[src/rtl/tx_frame_scheduler.sv]
`timescale 1ns/1ps
// Frame sequencer for the PCM -> Hamming(7,4) -> FSK transmit chain.
// Repeats SAMPLE, ENCODE (two nibbles), SEND (14 bit periods) until stopped.
module tx_frame_scheduler (
  input  logic        clk,
  input  logic        reset,
  input  logic [15:0] cfg_div,
  input  logic        cfg_load,
  output logic        cfg_ack,
  output logic        cfg_err,
  input  logic        start,
  input  logic        stop,
  output logic        busy,
  output logic        sample_en,
  output logic        enc_en,
  output logic        nib_sel,
  output logic        bit_en,
  output logic [3:0]  bit_idx,
  output logic        frame_done
);

  localparam logic [1:0]  IDLE   = 2'd0;
  localparam logic [1:0]  SAMPLE = 2'd1;
  localparam logic [1:0]  ENCODE = 2'd2;
  localparam logic [1:0]  SEND   = 2'd3;

  localparam logic [15:0] DIV_RESET = 16'd4;
  localparam logic [15:0] DIV_MIN   = 16'd2;
  localparam logic [3:0]  LAST_BIT  = 4'd13;

  logic [1:0]  state;
  logic [1:0]  state_nxt;
  logic [15:0] div_reg;
  logic [15:0] cnt;
  logic [15:0] cnt_nxt;
  logic [3:0]  idx_nxt;
  logic        nib_nxt;
  logic        stop_pending;
  logic        stop_pending_nxt;
  logic        period_end;
  logic        cfg_ok;

  assign period_end = (cnt == div_reg - 16'd1);
  assign cfg_ok     = cfg_load && (state == IDLE) && (cfg_div >= DIV_MIN);

  // NOTE: every variable gets a default before the case so no path leaves it unassigned (no latches).
  always_comb begin
    state_nxt = state;
    cnt_nxt   = '0;
    idx_nxt   = '0;
    nib_nxt   = 1'b0;
    case (state)
      IDLE: begin
        if (start && !stop) state_nxt = SAMPLE;
      end
      SAMPLE: begin
        state_nxt = ENCODE;
      end
      ENCODE: begin
        // nib_sel doubles as the phase bit of the two-cycle encode window
        if (!nib_sel) nib_nxt = 1'b1;
        else          state_nxt = SEND;
      end
      SEND: begin
        if (period_end) begin
          if (bit_idx == LAST_BIT) state_nxt = (stop_pending || stop) ? IDLE : SAMPLE;
          else                     idx_nxt   = bit_idx + 4'd1;
        end else begin
          cnt_nxt = cnt + 16'd1;
          idx_nxt = bit_idx;
        end
      end
      default: state_nxt = IDLE;
    endcase
  end

  always_comb begin
    stop_pending_nxt = stop_pending;
    if (state_nxt == IDLE)             stop_pending_nxt = 1'b0;
    else if (state != IDLE && stop)    stop_pending_nxt = 1'b1;
  end

  // Outputs are registered from the next-state values so they line up with the state they describe.
  // NOTE: sequential state uses non-blocking assignments so all flops update from pre-edge values.
  always_ff @(posedge clk or posedge reset) begin
    if (reset) begin
      state        <= IDLE;
      div_reg      <= DIV_RESET;
      cnt          <= '0;
      stop_pending <= 1'b0;
      cfg_ack      <= 1'b0;
      cfg_err      <= 1'b0;
      busy         <= 1'b0;
      sample_en    <= 1'b0;
      enc_en       <= 1'b0;
      nib_sel      <= 1'b0;
      bit_en       <= 1'b0;
      bit_idx      <= '0;
      frame_done   <= 1'b0;
    end else begin
      state        <= state_nxt;
      cnt          <= cnt_nxt;
      stop_pending <= stop_pending_nxt;
      cfg_ack      <= cfg_ok;
      cfg_err      <= cfg_load && !cfg_ok;
      if (cfg_ok) div_reg <= cfg_div;
      busy         <= (state_nxt != IDLE);
      sample_en    <= (state_nxt == SAMPLE);
      enc_en       <= (state_nxt == ENCODE);
      nib_sel      <= nib_nxt;
      bit_en       <= (state_nxt == SEND) && (cnt_nxt == 16'd0);
      bit_idx      <= idx_nxt;
      frame_done   <= (state_nxt == SEND) && (idx_nxt == LAST_BIT) &&
                      (cnt_nxt == div_reg - 16'd1);
    end
  end

endmodule

[config.mk]
export PLATFORM = sky130hd
export DESIGN_NAME = tx_frame_scheduler
export DESIGN_NICKNAME = d
export VERILOG_FILES = /design/src/rtl/tx_frame_scheduler.sv
export SDC_FILE = /design/constraint.sdc
export NUM_CORES = 1
export LEC_CHECK = 0
export CAP_MARGIN = 20
export CORE_ASPECT_RATIO = 1.75
export CORE_UTILIZATION = 60
export CTS_CLUSTER_SIZE = 14
export DETAILED_ROUTE_END_ITERATION = 6
export DONT_BUFFER_PORTS = 1
export PLACE_DENSITY_LB_ADDON = 0.25
export SYNTH_ARGS = -nofsm -noshare
export SYNTH_HDL_FRONTEND = slang
export SYNTH_SLANG_ARGS = --single-unit
[constraint.sdc]
create_clock -name clk -period 9.7 [get_ports clk]
set_clock_uncertainty 0.1 [all_clocks]
set_input_delay 0.97 -clock clk [delete_from_list [all_inputs] [get_ports clk]]
set_output_delay 0.97 -clock clk [all_outputs]
set_load 0.05 [all_outputs]
---- After elaboration in Yosys (flattened, before gate mapping) ----
Cells that the tools add are included.
operators by class
  add/sub/neg operators ................... 3
  muxes and demuxes ....................... 15
  reductions and logical operators ........ 17
  eq/ne operators ......................... 10
  magnitude comparators ................... 1
operators by type and width
  operator                                                             number
  == test 16 bit                                                       2
  2-to-1 mux 16 bit                                                    2
  adder 16 x 1 -> 16 bit (second input constant)                       1
  greater-or-equal comparator 16 x 2 -> 1 bit (second input constant)  1
  zero test 16 bit                                                     1
  subtractor 16 x 1 -> 16 bit (second input constant)                  1
  2-to-1 mux 4 bit                                                     3
  == test 2 bit (second input constant)                                4
  == test 4 bit (second input constant)                                2
  logical AND 1 bit                                                    8
  2-to-1 mux 2 bit                                                     4
  one-hot mux 2 bit (4 select lines)                                   1
  nonzero test 2 bit                                                   3
  2-to-1 mux 1 bit                                                     5
  adder 4 x 1 -> 4 bit (second input constant)                         1
  == test 2 x 1 -> 1 bit (second input constant)                       2
  zero test 2 bit                                                      2
  zero test 1 bit                                                      2
  logical OR 1 bit                                                     1
word-level totals
  register bits ........................... 47
  output and inout bits ................... 12
  bits of input ports ..................... 21

---- Depth between registers and ports, before layout ----
Gate-level depths: netlist of run 1.
  depth after elaboration ................. 8
  depth in mapped cells ................... 13

---- Least setup slack after synthesis of run 1 ----
Ideal clock, no wire load.
  path kind ............................... register -> register
  start point ............................. register div_reg[0]
  end point ............................... register bit_en
  period minus slack after synthesis ...... 3.393 ns
  data required time ...................... 9.475 ns
  arrival ................................. 3.168 ns
  stages on the path, launching flop included .. 13
  slack ................................... 6.307 ns
  library setup time ...................... 0.125 ns
  cells stage by stage .................... dfrtp_1 > inv_1 > ha_1 > or3b_1 > nor3_1 > xor3_1 > a211o_1 > nor4_4 > and2_4 > buf_6 > nand4_4 > a21bo_1 > nor3b_1
between the ends
  longest elaborated chain between the ends .. 6
ends and longest elaborated chain
  item                                line  RTL
  start: declaration                  33    logic [15:0] div_reg;
  start signal: assignment            106   if (cfg_ok) div_reg <= cfg_div;
  subtractor 16 x 1 -> 16 bit         43    assign period_end = (cnt == div_reg - 16'd1);
  == test 16 bit                      43
  2-to-1 mux 2 bit                    65    if (period_end) begin
  one-hot mux 2 bit (4 select lines)  52    case (state)
  named net state_nxt[0]              32    logic [1:0] state_nxt;
  == test 2 bit                       111   bit_en <= (state_nxt == SEND) && (cnt_nxt == 16'd0);
  logical AND 1 bit                   111
  end signal: assignment              111
  end: declaration                    17    output logic bit_en,
The timed path passes the listed nets, and every way through them passes these cells.
A chain may end at the register's enable or synchronous reset.

---- Worst setup path in the final report of run 1 ----
  start point ............................. register div_reg[0]
  end point ............................... register frame_done
between the ends
  longest elaborated chain between the ends .. 7
ends and longest elaborated chain
  item                                                                           line     RTL
  subtractor 16 x 1 -> 16 bit *                                                  43, 114
  == test 16 bit                                                                 43
  2-to-1 mux 2 bit / 2-to-1 mux 4 bit (equally long branches)                    65
  one-hot mux 2 bit (4 select lines) / 2-to-1 mux 4 bit (equally long branches)  52
  == test 2 bit / == test 4 bit (equally long branches)                          113      frame_done <= (state_nxt == SEND) && (idx_nxt == LAST_BIT) &&
  logical AND 1 bit                                                              113
  logical AND 1 bit *                                                            113
  end signal: assignment                                                         113
  end: declaration                                                               19       output logic frame_done
Mark *: on every way between the ends. The rest lies on a longest branch, timed or not.

==> results of run 1 <==
[worst max path at each step]
stage | from | end | slack, ps | depth (start not counted)
global route | div_reg[0]$_DFFE_PP0P_ | frame_done$_DFF_PP0_ | 5520 | 11
CTS | div_reg[0]$_DFFE_PP0P_ | frame_done$_DFF_PP0_ | 5870 | 11
detailed placement | div_reg[0]$_DFFE_PP0P_ | frame_done$_DFF_PP0_ | 5880 | 11
floorplan | div_reg[0]$_DFFE_PP0P_ | bit_en$_DFF_PP0_ | 6310 | 12
finish | div_reg[0]$_DFFE_PP0P_ | frame_done$_DFF_PP0_ | 5800 | 11
global placement | div_reg[0]$_DFFE_PP0P_ | frame_done$_DFF_PP0_ | 6060 | 11
[logic make-up after synthesis]
family                     Yosys count
adders and majority gates            2
DFF                                 47
muxes                                3
AOI/OAI and AO/OA                   55
and+or+nand+nor                    207
xor gates and xnor gates            53
buffers and inverters               32
[metrics by stage]
stage | worst slack (ps) | power (mW) | hold slack (ps)
4_1_cts | 5870 | 0.843 | 430
2_1_floorplan | 6310 | 0.628 | 386
6_report | 5800 | 0.848 | 432
3_3_place_gp | 6060 | 0.717 | 407
3_5_place_dp | 5880 | 0.718 | 415
5_1_grt | 5520 | 0.899 | 450
[layout by cell type, fill, tap and decap left out, types with 3 or more instances in the layout]
cell type / count
sky130_fd_sc_hd__nand2_1: 71
sky130_fd_sc_hd__dfrtp_1: 46
sky130_fd_sc_hd__nor2_1: 31
sky130_fd_sc_hd__xnor2_1: 31
sky130_fd_sc_hd__xor2_1: 18
sky130_fd_sc_hd__nor3_1: 15
sky130_fd_sc_hd__a21oi_1: 13
sky130_fd_sc_hd__nand3_1: 12
sky130_fd_sc_hd__nor4_1: 11
sky130_fd_sc_hd__nor2b_1: 11
sky130_fd_sc_hd__nand4_1: 10
sky130_fd_sc_hd__and3_1: 9
sky130_fd_sc_hd__inv_1: 7
sky130_fd_sc_hd__o21ai_0: 7
sky130_fd_sc_hd__a31oi_1: 6
sky130_fd_sc_hd__clkbuf_8: 6
sky130_fd_sc_hd__a211oi_1: 5
sky130_fd_sc_hd__and2_1: 5
sky130_fd_sc_hd__nand2b_1: 4
sky130_fd_sc_hd__nor3b_1: 3
sky130_fd_sc_hd__nand4b_1: 3
sky130_fd_sc_hd__xor3_1: 3
[per-layer routing]
metal  global-route usage (%)  up-vias
li1                         -     1366
met1                     34.8     1359
met2                     55.9       88
met3                     3.32       30
met4                     15.6        0
met5                        0        -
[worst register-to-register path: stages, from the launching register on]
cell and delay [ps]:
sky130_fd_sc_hd__dfrtp_1 470, sky130_fd_sc_hd__inv_1 110, sky130_fd_sc_hd__ha_1 220, sky130_fd_sc_hd__nor3b_1 560, sky130_fd_sc_hd__nand4b_1 190, sky130_fd_sc_hd__xor2_1 280
sky130_fd_sc_hd__xor2_1 530, sky130_fd_sc_hd__or4b_2 670, sky130_fd_sc_hd__nor2_1 150, sky130_fd_sc_hd__mux2i_1 200, sky130_fd_sc_hd__o2111ai_1 120, sky130_fd_sc_hd__nor4_1 200
[power by group through the flow]
stage	clock [mW]	combinational [mW]	sequential [mW]
after floorplan	0	0.342	0.285
after global placement	0	0.386	0.331
after detailed placement	0	0.385	0.333
after CTS	0.127	0.387	0.329
after global routing	0.136	0.425	0.339
final	0.125	0.393	0.330
[synthesized netlist by cell type, types with 2 or more instances]
| master | count |
|---|---|
| sky130_fd_sc_hd__nand4b_1 | 3 |
| sky130_fd_sc_hd__nor3_1 | 15 |
| sky130_fd_sc_hd__nand2_1 | 71 |
| sky130_fd_sc_hd__and3_1 | 9 |
| sky130_fd_sc_hd__dfrtp_1 | 46 |
| sky130_fd_sc_hd__and2_1 | 5 |
| sky130_fd_sc_hd__nor4_2 | 2 |
| sky130_fd_sc_hd__or4_1 | 2 |
| sky130_fd_sc_hd__o21ai_0 | 7 |
| sky130_fd_sc_hd__o2111a_1 | 2 |
| sky130_fd_sc_hd__nand3_1 | 12 |
| sky130_fd_sc_hd__mux2i_1 | 2 |
| sky130_fd_sc_hd__xor2_1 | 18 |
| sky130_fd_sc_hd__nor3b_1 | 3 |
| sky130_fd_sc_hd__nand4_1 | 10 |
| sky130_fd_sc_hd__nor2_1 | 31 |
| sky130_fd_sc_hd__nor4_1 | 11 |
| sky130_fd_sc_hd__o32ai_1 | 2 |
| sky130_fd_sc_hd__a31oi_1 | 6 |
| sky130_fd_sc_hd__o31a_1 | 2 |
| sky130_fd_sc_hd__buf_2 | 3 |
| sky130_fd_sc_hd__inv_1 | 8 |
| sky130_fd_sc_hd__a211o_1 | 2 |
| sky130_fd_sc_hd__clkbuf_1 | 17 |
| sky130_fd_sc_hd__a32oi_1 | 2 |
| sky130_fd_sc_hd__a21oi_1 | 13 |
| sky130_fd_sc_hd__xor3_1 | 3 |
| sky130_fd_sc_hd__xnor2_1 | 31 |
| sky130_fd_sc_hd__or3_1 | 2 |
| sky130_fd_sc_hd__a211oi_1 | 5 |
| sky130_fd_sc_hd__ha_1 | 2 |
| sky130_fd_sc_hd__nand3b_1 | 2 |
| sky130_fd_sc_hd__nand2b_1 | 4 |
| sky130_fd_sc_hd__nor2b_1 | 11 |
[cell type report]
class / instances / share of cell area [%]
Multi-Input combinational cell: 320 / 59.6
Sequential cell: 47 / 33.8
Tap cell: 74 / 2.66
Clock buffer: 6 / 2.37
Inverter: 10 / 1.08
Clock inverter: 2 / 0.468
==> metrics.txt, run 1 <==
crit path kind reg2reg; Post-Route Utilization 65.1%; met3 wire len 331 µm; top routing layer used met4; post-CTS clock slew at the launch and capture registers of the worst setup and hold paths 90 ps; total inserted antenna cells 0; WL final 8530 µm; die outline area 5960 µm²; clock sink count 47; final-layout fill cell count 465; synthesized-area fraction occupied by adder cells 0.739%; share of synthesized cell area in and, or, nand and nor gates 32.6%; count of TritonRoute iterations in the first routing pass 4; Max Clock Freq 257 MHz; Period Utilization, post-route 40.2%; initial core utilization 63.3%; number of max-slew violations in the final report 0; half-perimeter wire length after detailed placement 6660 µm; Register-to-Register Path Depth 11; synth top area cells sky130_fd_sc_hd__dfrtp_1 34%, sky130_fd_sc_hd__xnor2_1 8.0%, sky130_fd_sc_hd__nand2_1 7.9%; area share of the leading cell type in the synthesized netlist 34.0%; CTS Buffer Depth 2; post-synth top area cell sky130_fd_sc_hd__dfrtp_1; sequential share of the synthesized area 34.8%; number of hold buffers added after cts 0; floorplan row count 35; Synth Register Bits 47; I/O pin count 33; headroom to the max-slew limit 37.0%; setup TNS 0 ps; CTS tree done; setup repair after global routing missed its margin no; antenna violations before repair 0; fraction of final layout cells sized beyond drive strength 1 6.49%; Mapped Nets 422; cell with the biggest individual delay on the critical path sky130_fd_sc_hd__or4b_2; Detailed Route Iter0 Violations 131; final weighted congestion in routability-driven placement 0.989; worst path cell trace inv_1, ha_1, nor3b_1, nand4b_1, xor2_1, xor2_1, or4b_2, nor2_1, mux2i_1, o2111ai_1, nor4_1; final instance area 3480 µm²; largest fanout on the critical path 8; worst hold endpoint div_reg[2]$_DFFE_PP1P_; Distinct cells, synth 69; delay of the slowest cell on the worst path 670 ps; mean cell area of the mapped netlist 8.48 µm²; status finished, final reports clean; largest family of logic cells by synthesized area simple AND/OR/NAND/NOR gates; standard cell area after detailed placement 3380 µm²; GRT Overall Usage 30.9%; Inst Count DP 451; number of max-cap violations 0; DRC errors left 0; final standard cell count with taps included and fillers excluded 459; end of the worst register-to-register path frame_done$_DFF_PP0_; Die Span X 58.8 µm; insertion delay of the later-clocked pin in the worst-skew pair 300 ps; net switching power 0.389 mW; number of clock buffers inserted by TritonCTS 5; endpoints failing hold 0; total gr overflow 0; Synth Area in XOR/XNOR 15.5%; Die Span Y 101 µm; crit start category register; worst min path class reg2reg; number of nets with antenna violations after detailed routing 0; endpoint required time on the critical path 9800 ps; Critical Path AT 3990 ps; worst IR drop on VDD 142 µV; netlist area before placement 3380 µm²; H-tree levels 2; routed length per instance 18.6 µm; category of cells accounting for the largest share of critical-path delay simple AND/OR/NAND/NOR gates; prevailing post-synth register cell sky130_fd_sc_hd__dfrtp_1; slack of the worst reg-to-reg path 5800 ps; number of synthesis warnings 0; worst flop-to-flop path startpoint div_reg[0]$_DFFE_PP0P_; Buffers & Inverters on Critical Path 1; global-route wire length before repair 13700 µm; leak pwr 1.42 nW; number of global-route vias before repair 2841; Final setup violation count 0; actual slew at the worst max-slew pin 944 ps; proportion of register bits with asynchronous set or reset after synthesis 100%; minimum clock period 3900 ps; fraction of power spent switching nets 45.9%; core region area 5340 µm²; CP most frequent cell sky130_fd_sc_hd__xor2_1; compound-cell area share of the yosys netlist 11.5%; Resized Gates After CTS 0; Syn-to-layout area delta 2.77%; I/O Buffers 0; vias post-DR 2843; Int Pwr 0.458 mW; drt via density 6.19; Pwr per Cell Area 244 nW/µm²; relative contribution of the clock network to total power 14.7%; fraction of power consumed by combinational cells 46.4%; area of all sequential standard cells 1180 µm²; amount of wire on met2 after detailed routing 4610 µm; CTS root buf sky130_fd_sc_hd__clkbuf_8; setup bufs post-CTS 0; Worst Min Path Start div_reg[2]$_DFFE_PP1P_; EDFF count, synth 0; portion of netlist area occupied by mux cells 0.924%; cell count of the worst hold path 2; wire length on met1 3190 µm; endpoint class of the critical path register; pin count of the biggest net entering global routing 48; area used by multi-input combinational logic 2070 µm²; net count reported at finish 407; Gate Count Post-Synth 399; part of the total power dissipated in sequential elements 38.9%
No activity file was read; power rests on OpenSTA's default activity.
==> inputs of run 2 (changes only) <==
Settings changed: CORE_UTILIZATION 60 to 58.
Clock period 9.7 ns to 3.2 ns, I/O delays scaled along.
==> metrics.txt, run 2 (synthesized netlist as in run 1, its figures left out) <==
status finished, violations left; violations in the final reports setup timing; Register-to-Register Path Depth 13 (+2); crit path kind reg2reg; Buffers & Inverters on Critical Path 3 (+2); delay of the slowest cell on the worst path 420 ps (-250 ps); Die Span Y 103 µm (+1.7%); commonest cells after routing, fill and taps aside 71 x sky130_fd_sc_hd__nand2_1, 46 x sky130_fd_sc_hd__dfrtp_1, 38 x sky130_fd_sc_hd__buf_4, 31 x sky130_fd_sc_hd__xnor2_1, 30 x sky130_fd_sc_hd__nor2_1; most common cell after layout, fill and taps aside sky130_fd_sc_hd__nand2_1; headroom to the max-slew limit 46.5% (+9.5 points); net count reported at finish 449 (+10%); CTS Buffer Depth 2 (unchanged); number of max-slew violations in the final report 0 (unchanged); worst IR drop on VDD 551 µV (+290%); CTS tree done; fraction of power consumed by combinational cells 53.1% (+6.7 points); Post-Place Setup Slack -146 ps (-6030 ps); fraction of power spent switching nets 45.2% (-0.68 points); relative contribution of the clock network to total power 13.1% (-1.6 points); Final setup violation count 1 (+1); final weighted congestion in routability-driven placement 0.926 (-6.3%); fin worst setup slack -8.22 ps (-5810 ps); die outline area 6160 µm² (+3.4%); category of cells accounting for the largest share of critical-path delay simple AND/OR/NAND/NOR gates; Period Utilization, post-route 100% (+60 points); Die Span X 59.7 µm (+1.7%); WHS 11.9 ps (-420 ps); CP most frequent cell sky130_fd_sc_hd__buf_4; worst min path class in2reg; Critical Path AT 3330 ps (-660 ps); insertion delay of the later-clocked pin in the worst-skew pair 320 ps (+20 ps); setup repair after global routing missed its margin yes; WL final 9070 µm (+6.3%); DRC errors left 0 (unchanged); H-tree levels 2 (unchanged); post-CTS clock slew at the launch and capture registers of the worst setup and hold paths 100 ps (about the same); I/O Buffers 0 (unchanged); GRT Overall Usage 31.7% (+0.86 points); number of global-route vias before repair 2982 (+5.0%); final standard cell count with taps included and fillers excluded 503 (+9.6%); actual slew at the worst max-slew pin 803 ps (-141 ps); vias post-DR 3078 (+8.3%); half-perimeter wire length after detailed placement 7040 µm (+5.6%); worst path cell trace inv_2, ha_4, or3b_4, nor4b_4, xnor3_1, o21ai_1, nor4_4, buf_4, and2_4, buf_4, o32ai_1, nand4_1, nor4_1; final instance area 3880 µm² (+12%); fraction of final layout cells sized beyond drive strength 1 17.6% (+11 points); drt via density 6.12 (-1.2%); endpoint required time on the critical path 3320 ps (-6480 ps); number of clock buffers inserted by TritonCTS 5 (unchanged); global-route wire length before repair 14300 µm (+4.4%); endpoint class of the critical path register; Max Clock Freq 312 MHz (+21%); Post-Route Utilization 69.4% (+4.3 points); initial core utilization 60.6% (-2.8 points); Pwr per Cell Area 729 nW/µm² (+200%); net switching power 1.28 mW (+230%); overall power of the completed layout 2.83 mW (+230%); I/O pin count 33 (unchanged); Detailed Route Iter0 Violations 185 (+41%); antenna violations before repair 0 (unchanged); pin count of the biggest net entering global routing 48 (unchanged); part of the total power dissipated in sequential elements 33.8% (-5.1 points); minimum clock period 3210 ps (-688 ps); standard cell area after detailed placement 3680 µm² (+8.8%); count of TritonRoute iterations in the first routing pass 6 (+2); Inst Count DP 487 (+8.0%); number of max-cap violations 0 (unchanged); leak pwr 1.64 nW (+15%); Syn-to-layout area delta 14.6%; crit start category register; total inserted antenna cells 0 (unchanged); number of nets with antenna violations after detailed routing 0 (unchanged); clock sink count 47 (unchanged); cell with the biggest individual delay on the critical path sky130_fd_sc_hd__or3b_4; total gr overflow 0 (unchanged); largest fanout on the critical path 6 (-2); core region area 5590 µm² (+4.5%); floorplan row count 36 (+2.9%); cell count of the worst hold path 2 (unchanged); Int Pwr 1.55 mW (+240%); CTS root buf sky130_fd_sc_hd__clkbuf_8; endpoints failing hold 0 (unchanged); critical path depth in cells 13 (+2); setup TNS -8.22 ps (-8.22 ps); routed length per instance 18.0 µm (-3.0%)
==> run 2: cell count changes in the layout (fill, tap and decap cells not counted), moves of 2 or more <==
cell / before / now
sky130_fd_sc_hd__dlygate4sd3_1: 0 / 2
sky130_fd_sc_hd__buf_4: 0 / 38
sky130_fd_sc_hd__nor3_4: 0 / 2
sky130_fd_sc_hd__nor3_1: 15 / 13
==> run 2: worst paths after layout <==
check                                          from                       end  slack (ps)
setup / recovery             div_reg[0]$_DFFE_PP0P_      frame_done$_DFF_PP0_          -8
min in group asynchronous                     reset       sample_en$_DFF_PP0_         220
setup reg to reg             div_reg[0]$_DFFE_PP0P_      frame_done$_DFF_PP0_          -8
hold / removal                          cfg_div[12]   div_reg[12]$_DFFE_PP0P_          10
max in group asynchronous                     reset    div_reg[2]$_DFFE_PP1P_        2300
hold reg to reg            stop_pending$_DFFE_PP0P_  stop_pending$_DFFE_PP0P_         430
==> run 2: metal layers <==
metal	vias to the layer above	track usage (%)	wire length [µm]
met1	1477	35.3	3310
met5	-	0	0
met3	31	4.27	413
met4	0	17.0	498
li1	1458	-	-
met2	112	56.8	4850
==> run 2: repair_timing <==
item                                    4_1_cts  5_1_grt
pin swaps                                     2        5
gates cloned                                  0        1
gates resized for setup                       4        4
setup buffers                                 1        3
endpoints found under the setup margin        5       21
hold endpoints to repair                      1       46
hold buffers                                  1        1
==> run 2: worst register-to-register path: cells and delay by family (launching register included) <==
family / cells / cell delay, ps
simple gates: 6 / 1380
compound gates: 2 / 430
buf+inv: 3 / 410
flops: 1 / 410
xor+xnor: 1 / 280
fa+ha+maj: 1 / 130
==> run 2: area by class of cell <==
type,instances,area [µm²]
Tap cell,76,95.1
Sequential cell,47,1180
Clock inverter,3,20.0
Multi-Input combinational cell,321,2150
Fill cell,469,1710
Inverter,10,37.5
Timing Repair Buffer,41,325
Clock buffer,5,68.8
==> run 2: power by group through the flow <==
stage / Combinational, mW / Clock [mW] / Sequential [mW]
2_1_floorplan: 1.07 / 0 / 0.868
3_3_place_gp: 1.40 / 0 / 0.953
5_1_grt: 1.63 / 0.398 / 0.975
6_report: 1.50 / 0.371 / 0.955
4_1_cts: 1.44 / 0.373 / 0.952
3_5_place_dp: 1.42 / 0 / 0.962
